==> config.mk <==
export PLATFORM = sky130hd
export DESIGN_NAME = recv_img
export DESIGN_NICKNAME = d
export VERILOG_FILES = /design/src/rtl/recv_img.sv
export SDC_FILE = /design/constraint.sdc
export NUM_CORES = 1
export LEC_CHECK = 0
export ABC_AREA = 1
export BUFFER_PORTS_ARGS = -buffer_cell sky130_fd_sc_hd__buf_2
export CORE_ASPECT_RATIO = 0.5
export CORE_UTILIZATION = 50
export DETAILED_ROUTE_END_ITERATION = 16
export PLACE_DENSITY = 0.73
export SYNTH_ARGS = -nofsm -noshare
export SYNTH_HDL_FRONTEND = slang
export SYNTH_SLANG_ARGS = --single-unit
export TNS_END_PERCENT = 10
==> constraint.sdc <==
create_clock -name clk -period 1.4 [get_ports clk]
set_input_delay 0.14 -clock clk [delete_from_list [all_inputs] [get_ports clk]]
set_output_delay 0.14 -clock clk [all_outputs]
set_load 0.02 [all_outputs]
==> src/rtl/recv_img.sv <==
// UART (8N1) receiver that writes each received byte as one pixel into an image BRAM.
// Framing errors are counted (saturating) and never advance the write pointer.
module recv_img #(
  parameter int CLOCKS_PER_BAUD = 50,
  parameter int NUM_PIXELS      = 16384,
  parameter int ADDR_WIDTH      = 14
) (
  input  logic                  clk,
  input  logic                  rst_in,
  input  logic                  rx,
  output logic [ADDR_WIDTH-1:0] address,
  output logic [7:0]            pixel,
  output logic                  we,
  output logic                  busy,
  output logic                  full_image_received,
  output logic                  frame_err,
  output logic [7:0]            err_count,
  output logic [2:0]            out_state
);

  localparam int CNT_W = $clog2(CLOCKS_PER_BAUD);
  localparam logic [CNT_W-1:0]      HALF_M1 = CNT_W'(CLOCKS_PER_BAUD / 2 - 1);
  localparam logic [CNT_W-1:0]      FULL_M1 = CNT_W'(CLOCKS_PER_BAUD - 1);
  localparam logic [ADDR_WIDTH-1:0] LAST    = ADDR_WIDTH'(NUM_PIXELS - 1);

  typedef enum logic [2:0] {
    IDLE  = 3'd0,
    START = 3'd1,
    DATA  = 3'd2,
    STOP  = 3'd3,
    BREAK = 3'd4
  } state_t;

  state_t                state, state_nx;
  logic                  rx_m, rx_s;
  logic [CNT_W-1:0]      cnt;
  logic [2:0]            bit_idx;
  logic [7:0]            shreg;
  logic [ADDR_WIDTH-1:0] wr_ptr;
  logic                  cnt_clr, shift_en, byte_ok, byte_bad;

  assign out_state = state;

  always_ff @(posedge clk or negedge rst_in) begin
    if (!rst_in) begin
      rx_m <= 1'b1;
      rx_s <= 1'b1;
    end else begin
      rx_m <= rx;
      rx_s <= rx_m;
    end
  end

  always_ff @(posedge clk or negedge rst_in) begin
    if (!rst_in) state <= IDLE;
    else         state <= state_nx;
  end

  always_comb begin
    state_nx = state;
    cnt_clr  = 1'b0;
    shift_en = 1'b0;
    byte_ok  = 1'b0;
    byte_bad = 1'b0;
    case (state)
      IDLE: begin
        if (!rx_s) begin
          state_nx = START;
          cnt_clr  = 1'b1;
        end
      end
      START: begin
        if (cnt == HALF_M1) begin
          cnt_clr  = 1'b1;
          state_nx = rx_s ? IDLE : DATA;
        end
      end
      DATA: begin
        if (cnt == FULL_M1) begin
          cnt_clr  = 1'b1;
          shift_en = 1'b1;
          if (bit_idx == 3'd7) state_nx = STOP;
        end
      end
      STOP: begin
        if (cnt == FULL_M1) begin
          cnt_clr = 1'b1;
          if (rx_s) begin
            byte_ok  = 1'b1;
            state_nx = IDLE;
          end else begin
            byte_bad = 1'b1;
            state_nx = BREAK;
          end
        end
      end
      BREAK: begin
        if (rx_s) state_nx = IDLE;
      end
      default: state_nx = IDLE;
    endcase
  end

  // Counter free-runs in IDLE/BREAK; it is always cleared before it is compared.
  always_ff @(posedge clk or negedge rst_in) begin
    if (!rst_in) begin
      cnt     <= '0;
      bit_idx <= '0;
      shreg   <= '0;
    end else begin
      cnt <= cnt_clr ? '0 : cnt + 1'b1;
      if (state != DATA) bit_idx <= '0;
      else if (shift_en) bit_idx <= bit_idx + 3'd1;
      if (shift_en) shreg <= {rx_s, shreg[7:1]};
    end
  end

  always_ff @(posedge clk or negedge rst_in) begin
    if (!rst_in) begin
      wr_ptr              <= '0;
      address             <= '0;
      pixel               <= '0;
      we                  <= 1'b0;
      busy                <= 1'b0;
      full_image_received <= 1'b0;
      frame_err           <= 1'b0;
      err_count           <= '0;
    end else begin
      we                  <= byte_ok;
      frame_err           <= byte_bad;
      full_image_received <= 1'b0;
      if (byte_bad && err_count != 8'hFF) err_count <= err_count + 8'd1;
      if (byte_ok) begin
        address <= wr_ptr;
        pixel   <= shreg;
        if (wr_ptr == LAST) begin
          wr_ptr              <= '0;
          busy                <= 1'b0;
          full_image_received <= 1'b1;
        end else begin
          wr_ptr <= wr_ptr + 1'b1;
          busy   <= 1'b1;
        end
      end
    end
  end

endmodule
== Yosys cells after proc, flatten, opt, wreduce, memory -nomap -nowiden ==
Index checks and enable logic that the tools add are counted.
Word-level totals
  register bits: 70
  bits of input ports: 3
  output and inout port bits: 37
  word-level logic and storage cells: 65
Operators by class
  add/sub/neg operators: 4
  equality and inequality tests: 16
  mux-type cells: 26
  reductions and logical operators: 5
Operators with widths (count)
  $mux W3: 9
  $pmux W3 S5: 1
  $add A14 B1 Y14 const B: 1
  $eq A14 B14 Y1 const B: 1
  $mux W14: 1
  $mux W1: 12
  $ne A2 B2 Y1 const B: 6
  $add A8 B1 Y8 const B: 1
  $ne A8 B8 Y1 const B: 1
  $add A6 B1 Y6 const B: 1
  $eq A3 B2 Y1 const B: 2
  $eq A3 B3 Y1 const B: 2
  $eq A6 B5 Y1 const B: 1
  $eq A6 B6 Y1 const B: 1
  $mux W6: 1
  $reduce_and A6 Y1: 1
  $add A3 B1 Y3 const B: 1
  $eq A3 B1 Y1 const B: 1
  $logic_not A3 Y1: 1
  $ne A3 B2 Y1 const B: 1
  $pmux W1 S3: 1
  $mux W2: 1
  $reduce_bool A2 Y1: 1
  $reduce_or A2 Y1: 1
  $logic_and A1 B1 Y1: 1

== Logic depth before layout (Yosys ltp) ==
Gate-level depths: netlist of the first run.
  depth after elaboration: 5
  mapped depth: 10
  mapped depth without buffers: 10

== Worst setup path after synthesis of the first run ==
OpenSTA, ideal clock, no wires.
  path kind: reg-to-reg
  start point: register err_count[0]
  end point: register err_count[4]
  setup time: 0.120 ns
  data arrival time: 1.449 ns
  required time: 1.280 ns
  path slack: -0.169 ns
  stages on the path, launching flop included: 9
  path buffers: 0
  period minus slack after synthesis: 1.569 ns
  cell sequence: dfrtp_1 ha_1 nand3_1 nor3_2 nand2_1 nand2_8 inv_6 nand2_1 o21ai_2
Between the ends
  longest elaborated chain between the ends: 2
  elaborated cells on any way between the ends: 3
  classes of those cells: add/sub: 1; eq/ne: 1; reduce/logical: 1
Ends and longest elaborated chain
  start: declaration: line 17  | output logic [7:0] err_count,
  start signal: assignment: line 132  | if (byte_bad && err_count != 8'hFF) err_count <= err_count + 8'd1;
  branches (longest 2 deep; another with $add A8 B1 Y8)
Parallel ways; which one is timed is not known.
A chain may end at the register's enable or synchronous reset.

== Final worst setup path of the first run ==
  start point: register rx_s
  end point: register wr_ptr[2]
Between the ends
  longest elaborated chain between the ends: 3
Ends and longest elaborated chain
  start: declaration: line 35  | logic rx_m, rx_s;
  start signal: assignment: line 50  | rx_s <= rx_m;
  $mux W1: line 88  | if (rx_s) begin
  $mux W1: line 86  | if (cnt == FULL_M1) begin
  $mux W1: line 65  | case (state)
  end signal: assignment: line 141  | wr_ptr <= wr_ptr + 1'b1;
  end: declaration: line 39  | logic [ADDR_WIDTH-1:0] wr_ptr;
Every way passes these cells.

==> results.toml, run 1 <==
[final_layout]
n_antenna_cell = 0
drive_gt1_frac = 0.335
final_area_um2 = 4470
final_util = 0.711
num-nets-final = 474
nFillCells = 464
area_delta_synth_final_pct = 32.7
final_common_cell = "nand2_1"
layout_common_cells = "nand2_1, dfrtp_1, buf_2, buf_4, inv_1"

[drt]
drtIter0Drc = 168
vias_per_cell = 5.01
wl_met1_um = 3180
final_antenna_net_count = 0
wl_met3_um = 325
avgRoutedWirePerCell_um = 12.9
vias = 2789
drc = 0
dr.pass1.iters = 5
dr_wl_met2_um = 3600
finalWirelength_um = 7190
top_layer = "met4"

[setup_path]
critPathBufInv = 1
crit_slowest_cell = "dfstp_2"
cpPeakStageDelay_ns = 0.56
regToRegStartpoint = "rx_s"
r2r_end = "wr_ptr[2]"
endpoint_kind = "register"
ff2ff_setup_slack_ns = -0.05
cp.arrival_ns = 1.67
worstPathCellList = "nand4_1 > nor2_4 > buf_4 > nand2_1 > xor2_1"
worst_ep_required_time_ns = 1.62
path_max_fanout = 5
startpoint_type = "register"
path_class = "register to register"
crit_family = "flip-flops"
crit_cells = 5
r2r_cells = 5

[worst_hold_path]
holdCritPathClass = "input pin to async pin"

[die]
die_w_um = 118
design.core.area_um2 = 6280
dieArea_um2 = 7080
initial_core_util = 0.536
ioPinCount = 40
row_count = 20
die_h_um = 60.0

[power_and_ir_drop]
internal-power_w = 0.00387
p_leak_nw = 2.27
combPwrFrac = 0.186
powerDensity_nw_per_um2 = 1210
clkPwrFrac = 0.399
peakVddDrop_mv = 0.751
p_sw_frac = 0.283
power.switching_w = 0.00152
pwr-share-seq = 0.416

[cts]
clk_path_buf_depth = 2
cts_sinks = 70
cts_tree = "built"
cts-root-buf = "clkbuf_16"
h-tree-depth = 3
clk_pin_slew_ns = 0.06
cts_made_buffers = 9
clkLatencyLatePin_ns = 0.33

[sta]
fmax_mhz = 690
maxSlewHeadroom = 0.628
rsz0062_at_grt = "yes"
setup_ws_ns = -0.0496
finalSetupViolations = 37
worstMarginPinSlew_ns = 0.558
hold_viol = 0
fin_crit_ns = 1.45
period_share = 1.04
finClkSkew_ns = 0.00534
slew_viol_final = 0

[grt]
track_usage = 0.224
grt_pass1_vias = 2710
grt_max_degree = 31
antenna_found_initial = 0
grt-ovfl-total = 0
grt_pass1_wl_um = 12000

[run]
maxCapViolCount = 0

[synthesis]
ys_seq_area_frac = 0.521
postSynthCellCount = 374
synth.distinct_cells = 31
yosysWarnings = 0
syn_avg_cell_area_um2 = 9.00
syn-cell-area_um2 = 3370
synth_fp_nets = 384
ys_ff_latch = 70

[placed_design]
port_buffers = 39
place_area_um2 = 4010
gp_congestion = 0.868
dpl.hpwl_um = 4980

[status]
status = "complete, but fails checks"
violations = "setup timing"
## area by class of cell
class / count / area (um2) / area share
multi-input cells: 253 / 1550 / 0.346
inverters: 46 / 185 / 0.0415
flip-flops and latches: 70 / 1760 / 0.394
clock buffers: 13 / 270 / 0.0605
well taps: 88 / 110 / 0.0246
repair buffers: 84 / 579 / 0.130
clock inverters: 3 / 17.5 / 0.00392
## routing by layer
| metal | track usage | vias up |
|---|---|---|
| li1 | - | 1377 |
| met1 | 0.259 | 1337 |
| met2 | 0.398 | 64 |
| met3 | 0.0830 | 11 |
| met4 | 0.0678 | 0 |
| met5 | 0 | - |
## power groups by stage
stage	combinational [W]	sequential, W	clock [W]
floorplan	0.000465	0.00229	0
global placement	0.000837	0.00225	0
detailed placement	0.000874	0.00226	0
CTS	0.000913	0.00223	0.00220
global route	0.00111	0.00225	0.00230
finish	0.00100	0.00224	0.00215
## per-stage QoR
stage / power [W] / instances / worst slack [ns] / setup TNS (ns) / hold slack, ns
after global placement: 0.00309 / 534 / -0.0664 / -1.66 / 0.162
final: 0.00539 / 557 / -0.0496 / -0.571 / 0.337
after detailed placement: 0.00313 / 534 / -0.141 / -3.71 / 0.169
after CTS: 0.00534 / 552 / -0.0526 / -0.314 / 0.347
after global routing: 0.00566 / 557 / -0.128 / -3.95 / 0.362
after floorplan: 0.00276 / 374 / -0.0306 / -0.136 / -0.156
## what timing repair did
action | in CTS | in global routing
endpoints found under the hold margin | 18 | 0
pin swaps | 6 | 11
gates resized for setup | 8 | 20
hold buffers | 2 | 0
gates cloned | 0 | 1
setup endpoints to repair | 62 | 62
setup buffers | 0 | 4
## sequential cells by signal, indices dropped and copies added, names as in the netlist
register / flops
shreg: 8
busy: 1
out_state: 3
frame_err: 1
rx_s: 1
full_image_received: 1
cnt: 6
address: 14
bit_idx: 3
rx_m: 1
we: 1
err_count: 8
pixel: 8
wr_ptr: 14
## synth_stat cells
cell type	count	area [um2]
dfstp_2	2	52.6
nand3_2	3	30.0
nor3_1	5	25.0
o21ai_0	3	15.0
o21ai_2	10	87.6
nand2_2	3	18.8
clkinv_4	1	8.76
xnor2_2	1	16.3
nand3b_1	1	7.51
nand2_4	1	11.3
nor2_8	2	40.0
dfrtp_1	68	1700
ha_1	7	87.6
nand3_4	1	17.5
nor3_2	2	20.0
nor2_2	3	18.8
nand2_1	107	402
inv_6	1	8.76
buf_6	5	56.3
a21oi_1	2	10.0
inv_1	40	150
nor2_1	26	97.6
nand3_1	23	115
buf_4	1	7.51
o221ai_1	1	8.76
nand4_1	8	50.1
nand2_8	1	20.0
o21ai_1	27	135
xor2_1	12	105
xnor2_1	3	26.3
inv_2	4	15.0
## cell families after synthesis
| group | after synthesis | synth area share |
|---|---|---|
| adder cells (fa/ha/maj) | 7 | 0.0260 |
| AO/OA/AOI/OAI | 43 | 0.0762 |
| buffers and inverters | 52 | 0.0732 |
| AND/OR/NAND/NOR | 186 | 0.259 |
| flip-flops | 70 | 0.521 |
| XOR/XNOR | 16 | 0.0439 |
## how the worst max path moves through the flow
stage                        end         start
global route        out_state[0]        cnt[1]
finish                 wr_ptr[2]          rx_s
floorplan           err_count[4]  err_count[0]
CTS                   wr_ptr[13]          rx_s
global placement       wr_ptr[6]          rx_s
detailed placement        cnt[2]        cnt[1]
Power figures use the tool's default switching activity.
==> inputs of run 2 (changes only) <==
--- a/config.mk
+++ b/config.mk
@@ -14,4 +14,3 @@
 export SYNTH_ARGS = -nofsm -noshare
 export SYNTH_HDL_FRONTEND = slang
 export SYNTH_SLANG_ARGS = --single-unit
-export TNS_END_PERCENT = 10
==> results.toml, run 2 (same netlist as run 1, synthesis figures left out) <==
[final_layout]
multi_input_area_um2 = 1650
final_util = 0.729
num-nets-final = 472
final_area_um2 = 4580
reg.largest.list = "address x14, wr_ptr x14"
layout_common_cells = "nand2_1, dfrtp_1, buf_2, inv_1, buf_4"
stdcell_count = 555
nFillCells = 440
ff_latch_area_um2 = 1760
drive_gt1_frac = 0.398
n_antenna_cell = 0
area_delta_synth_final_pct = 36.0
final_common_cell = "nand2_1"

[placed_design]
dpl.hpwl_um = 5160
gp_congestion = 0.886
place_area_um2 = 3980
port_buffers = 39
dp_cells = 530

[run]
maxCapViolCount = 0

[sta]
finalSetupViolations = 47
worstMarginPinSlew_ns = 0.472
period_share = 1.07
slew_viol_final = 0
holdWs_ns = 0.258
rsz0062_at_grt = "yes"
fin_crit_ns = 1.50
maxSlewHeadroom = 0.683
setup_ws_ns = -0.101
fmax_mhz = 666
finClkSkew_ns = 0.00660
hold_viol = 0

[setup_path]
cp.arrival_ns = 1.76
crit_slowest_cell = "dfstp_2"
worst_ep_required_time_ns = 1.66
path_max_fanout = 5
worstPathCellList = "nand4_1 > nor2_4 > buf_6 > nand3_1 > nand2_1 > inv_1 > nor2_1"
endpoint_kind = "register"
startpoint_type = "register"
cpPeakStageDelay_ns = 0.58
path_class = "register to register"

[cts]
clkLatencyLatePin_ns = 0.33
clk_path_buf_depth = 2
clk_pin_slew_ns = 0.05
cts-root-buf = "clkbuf_16"
cts_sinks = 70
cts_made_buffers = 9
cts_tree = "built"
h-tree-depth = 3

[die]
die_h_um = 60.0
row_count = 20
design.core.area_um2 = 6280
dieArea_um2 = 7080
ioPinCount = 40
die_w_um = 118
initial_core_util = 0.536

[grt]
antenna_found_initial = 0
grt_pass1_wl_um = 12100
track_usage = 0.227
grt_max_degree = 28
grt-ovfl-total = 0
grt_pass1_vias = 2673

[drt]
avgRoutedWirePerCell_um = 13.7
finalWirelength_um = 7610
dr.pass1.iters = 5
drtIter0Drc = 130
drc = 0
vias_per_cell = 5.12
vias = 2843
final_antenna_net_count = 0

[power_and_ir_drop]
peakVddDrop_mv = 0.781
fin_total_pwr_w = 0.00543
powerDensity_nw_per_um2 = 1190
p_leak_nw = 2.28

[status]
violations = "setup timing"
status = "complete, but fails checks"

[worst_hold_path]
holdCritPathClass = "input pin to async pin"
run 2: cell types whose count changed in the layout (fill, tap and decap cells not counted), moves of 2 or more:
cell     previous run  this run
nand2_1           103        80
nand2_8             2         4
nor2_2              2         6
o21ai_2            11        15
buf_4              39        33
nand2_2             5        27
nand3_2             2         5
o21ai_1            27        23
buf_6               1         4
nand3_1            20        18
nor2_1             24        21
run 2: final cells by class:
class | instances | area share
timing repair buffer | 81 | 0.124
clock inverter | 2 | 0.00301
clock buffer | 14 | 0.0621
tap | 88 | 0.0241
inverter | 46 | 0.0416
multi-input combinational | 254 | 0.361
sequential | 70 | 0.384
run 2: worst paths after layout:
| check | from | endpoint | slack, ns | cells after the start |
|---|---|---|---|---|
| max | rx_s | wr_ptr[13] | -0.10 | 7 |
| min | rst_in | cnt[2] | 0.26 | 2 |
| max reg2reg | rx_s | wr_ptr[13] | -0.10 | 7 |
| min reg2reg | rx_m | rx_s | 0.35 | 0 |
| max in group asynchronous | rst_in | out_state[0] | 0.45 | 3 |
| min in group clk | rx_m | rx_s | 0.35 | 0 |
run 2: stage by stage:
stage,setup TNS [ns],setup slack [ns]
floorplan,-0.143,-0.0305
global placement,-1.58,-0.0800
detailed placement,-4.22,-0.154
CTS,-0.389,-0.0467
global route,-5.86,-0.173
finish,-1.16,-0.101
run 2: what timing repair did:
action | 4_1_cts | 5_1_grt
endpoints found under the setup margin | 60 | 63
hold buffers | 2 | 0
hold endpoints to repair | 12 | 0
gates cloned | 2 | 0
pin swaps | 8 | 14
gates resized for setup | 23 | 42
buffers inserted | 4 | 1
run 2: routing by layer:
| metal | up-vias | routed length (um) | track usage | share of wire |
|---|---|---|---|---|
| met3 | 13 | 377 | 0.0649 | 0.050 |
| met2 | 85 | 3850 | 0.413 | 0.51 |
| met4 | 0 | 152 | 0.101 | 0.020 |
| met1 | 1375 | 3230 | 0.258 | 0.42 |
| li1 | 1370 | - | - | - |
| met5 | - | 0 | 0 | 0 |
run 2: critical path, delay by kind of cell, from the launching register on:
kind | cells | cell delay (ns)
buf+inv | 2 | 0.19
flops | 1 | 0.58
simple gates | 5 | 0.67
run 2: power breakdown:
part | switching, W | internal (W) | leakage (nW)
Sequential | 0.000126 | 0.00212 | 0.958
Clock | 0.000807 | 0.00139 | 0.149
Combinational | 0.000595 | 0.000387 | 1.17
==> inputs of run 3 (changes only) <==
--- a/config.mk
+++ b/config.mk
@@ -11,6 +11,7 @@
 export CORE_UTILIZATION = 50
 export DETAILED_ROUTE_END_ITERATION = 16
 export PLACE_DENSITY = 0.73
+export REMOVE_ABC_BUFFERS = 1
 export SYNTH_ARGS = -nofsm -noshare
 export SYNTH_HDL_FRONTEND = slang
 export SYNTH_SLANG_ARGS = --single-unit
==> results.toml, run 3 (same netlist as run 1, synthesis figures left out) <==
[setup_path]
critPathBufInv = 3
startpoint_type = "register"
r2r_end = "err_count[4]"
crit_slowest_cell = "dfrtp_1"
cp.arrival_ns = 1.72
r2r_cells = 10
worstPathCellList = "ha_4 > nand3_4 > nor2_8 > buf_12 > nand2_2 > clkinv_4 > nand2_8 > inv_8 > nand2_1 > o21ai_2"
cpPeakStageDelay_ns = 0.43
worst_ep_required_time_ns = 1.62
regToRegStartpoint = "cnt[0]"
path_max_fanout = 6
ff2ff_setup_slack_ns = -0.10
endpoint_kind = "register"
path_class = "register to register"
crit_family = "flip-flops"

[final_layout]
final_area_um2 = 4560
num-nets-final = 478
drive_gt1_frac = 0.351
layout_common_cells = "nand2_1, dfrtp_1, buf_2, buf_4, inv_1"
multi_input_area_um2 = 1550
nFillCells = 427
area_delta_synth_final_pct = 35.5
reg.largest.list = "address x14, wr_ptr x14"
ff_latch_area_um2 = 1750
final_common_cell = "nand2_1"
final_util = 0.726
n_antenna_cell = 0

[sta]
rsz0062_at_grt = "yes"
fin_crit_ns = 1.50
maxSlewHeadroom = 0.736
period_share = 1.07
finalSetupViolations = 51
hold_viol = 0
holdWs_ns = 0.357
worstMarginPinSlew_ns = 0.393
fmax_mhz = 665
setup_ws_ns = -0.103
finClkSkew_ns = 0.00726
slew_viol_final = 0

[grt]
track_usage = 0.236
grt-ovfl-total = 0
busiest_layer = "met2"
antenna_found_initial = 0
grt_pass1_vias = 2785
grt_max_degree = 71
grt_util_met1 = 0.276
grt_util_met3 = 0.0611
grt_use_met2 = 0.424
grt_pass1_wl_um = 12700

[run]
maxCapViolCount = 0

[cts]
clk_path_buf_depth = 2
clk_pin_slew_ns = 0.06
cts_tree = "built"
h-tree-depth = 3
cts_sinks = 70
cts_made_buffers = 9
clkLatencyLatePin_ns = 0.33
cts-root-buf = "clkbuf_16"

[placed_design]
place_area_um2 = 3960
gp_congestion = 0.851
port_buffers = 39
place_ws_ns = -0.187
dpl.hpwl_um = 5070

[drt]
finalWirelength_um = 7920
drtIter0Drc = 179
dr.pass1.iters = 4
vias = 2842
drc = 0
final_antenna_net_count = 0
avgRoutedWirePerCell_um = 14.1
vias_per_cell = 5.07

[status]
violations = "setup timing"
status = "complete, but fails checks"

[die]
dieArea_um2 = 7080
die_w_um = 118
ioPinCount = 40
initial_core_util = 0.536
row_count = 20
design.core.area_um2 = 6280
die_h_um = 60.0

[power_and_ir_drop]
p_leak_nw = 2.30
clkPwrFrac = 0.422
p_sw_frac = 0.282
combPwrFrac = 0.206
powerDensity_nw_per_um2 = 1300
power.switching_w = 0.00168
peakVddDrop_mv = 0.564
fin_total_pwr_w = 0.00595
internal-power_w = 0.00427
pwr-share-seq = 0.372

[worst_hold_path]
holdCritPathClass = "input pin to async pin"
-- run 3: cell types whose count changed in the layout (fill, tap and decap cells not counted), moves of 5 or more --
cell	previous run	this run
nand2_1	80	100
buf_4	33	39
o21ai_1	23	29
nand2_2	27	10
o21ai_2	15	10
-- run 3: cell type report --
class / instances / area share
Sequential cell: 70 / 0.385
Tap cell: 88 / 0.0241
Clock inverter: 5 / 0.0178
Clock buffer: 11 / 0.0554
Timing Repair Buffer: 88 / 0.139
Inverter: 46 / 0.0406
Multi-Input combinational cell: 253 / 0.339
-- run 3: what timing repair did --
action	CTS	global route
gates resized for setup	23	25
endpoints found under the setup margin	62	65
pin swaps	4	16
hold endpoints to repair	69	0
hold buffers	2	0
gates cloned	1	0
setup buffers	3	4
-- run 3: power groups by stage --
stage               Clock (W)  Sequential [W]  Combinational (W)
floorplan                   0         0.00228           0.000435
global placement            0         0.00222           0.000844
detailed placement          0         0.00222           0.000885
CTS                   0.00254         0.00220           0.000951
global route          0.00261         0.00222            0.00134
finish                0.00251         0.00221            0.00123
-- run 3: how the worst max path moves through the flow --
stage,from,end,slack [ns],depth (start not counted)
2_1_floorplan,cnt[1],wr_ptr[13],-0.31,9
6_report,cnt[0],err_count[4],-0.10,10
3_3_place_gp,rx_s,wr_ptr[6],-0.13,5
3_5_place_dp,cnt[1],shreg[3],-0.19,9
4_1_cts,cnt[1],wr_ptr[10],-0.11,10
5_1_grt,cnt[1],out_state[0],-0.18,10
-- run 3: per-layer routing --
metal	share of wire	vias to the layer above
li1	-	1390
met1	0.43	1337
met2	0.50	92
met3	0.046	23
met4	0.024	0
met5	0	-
-- run 3: tightest hold or removal path, delay by kind of cell --
family / cells / cell delay (ns)
buf+inv: 3 / 0.96
-- run 3: stage by stage --
| step | std cells | setup TNS, ns |
|---|---|---|
| floorplan | 368 | -6.44 |
| global placement | 535 | -3.58 |
| detailed placement | 535 | -8.12 |
| CTS | 557 | -2.10 |
| global route | 561 | -6.56 |
| finish | 561 | -2.55 |
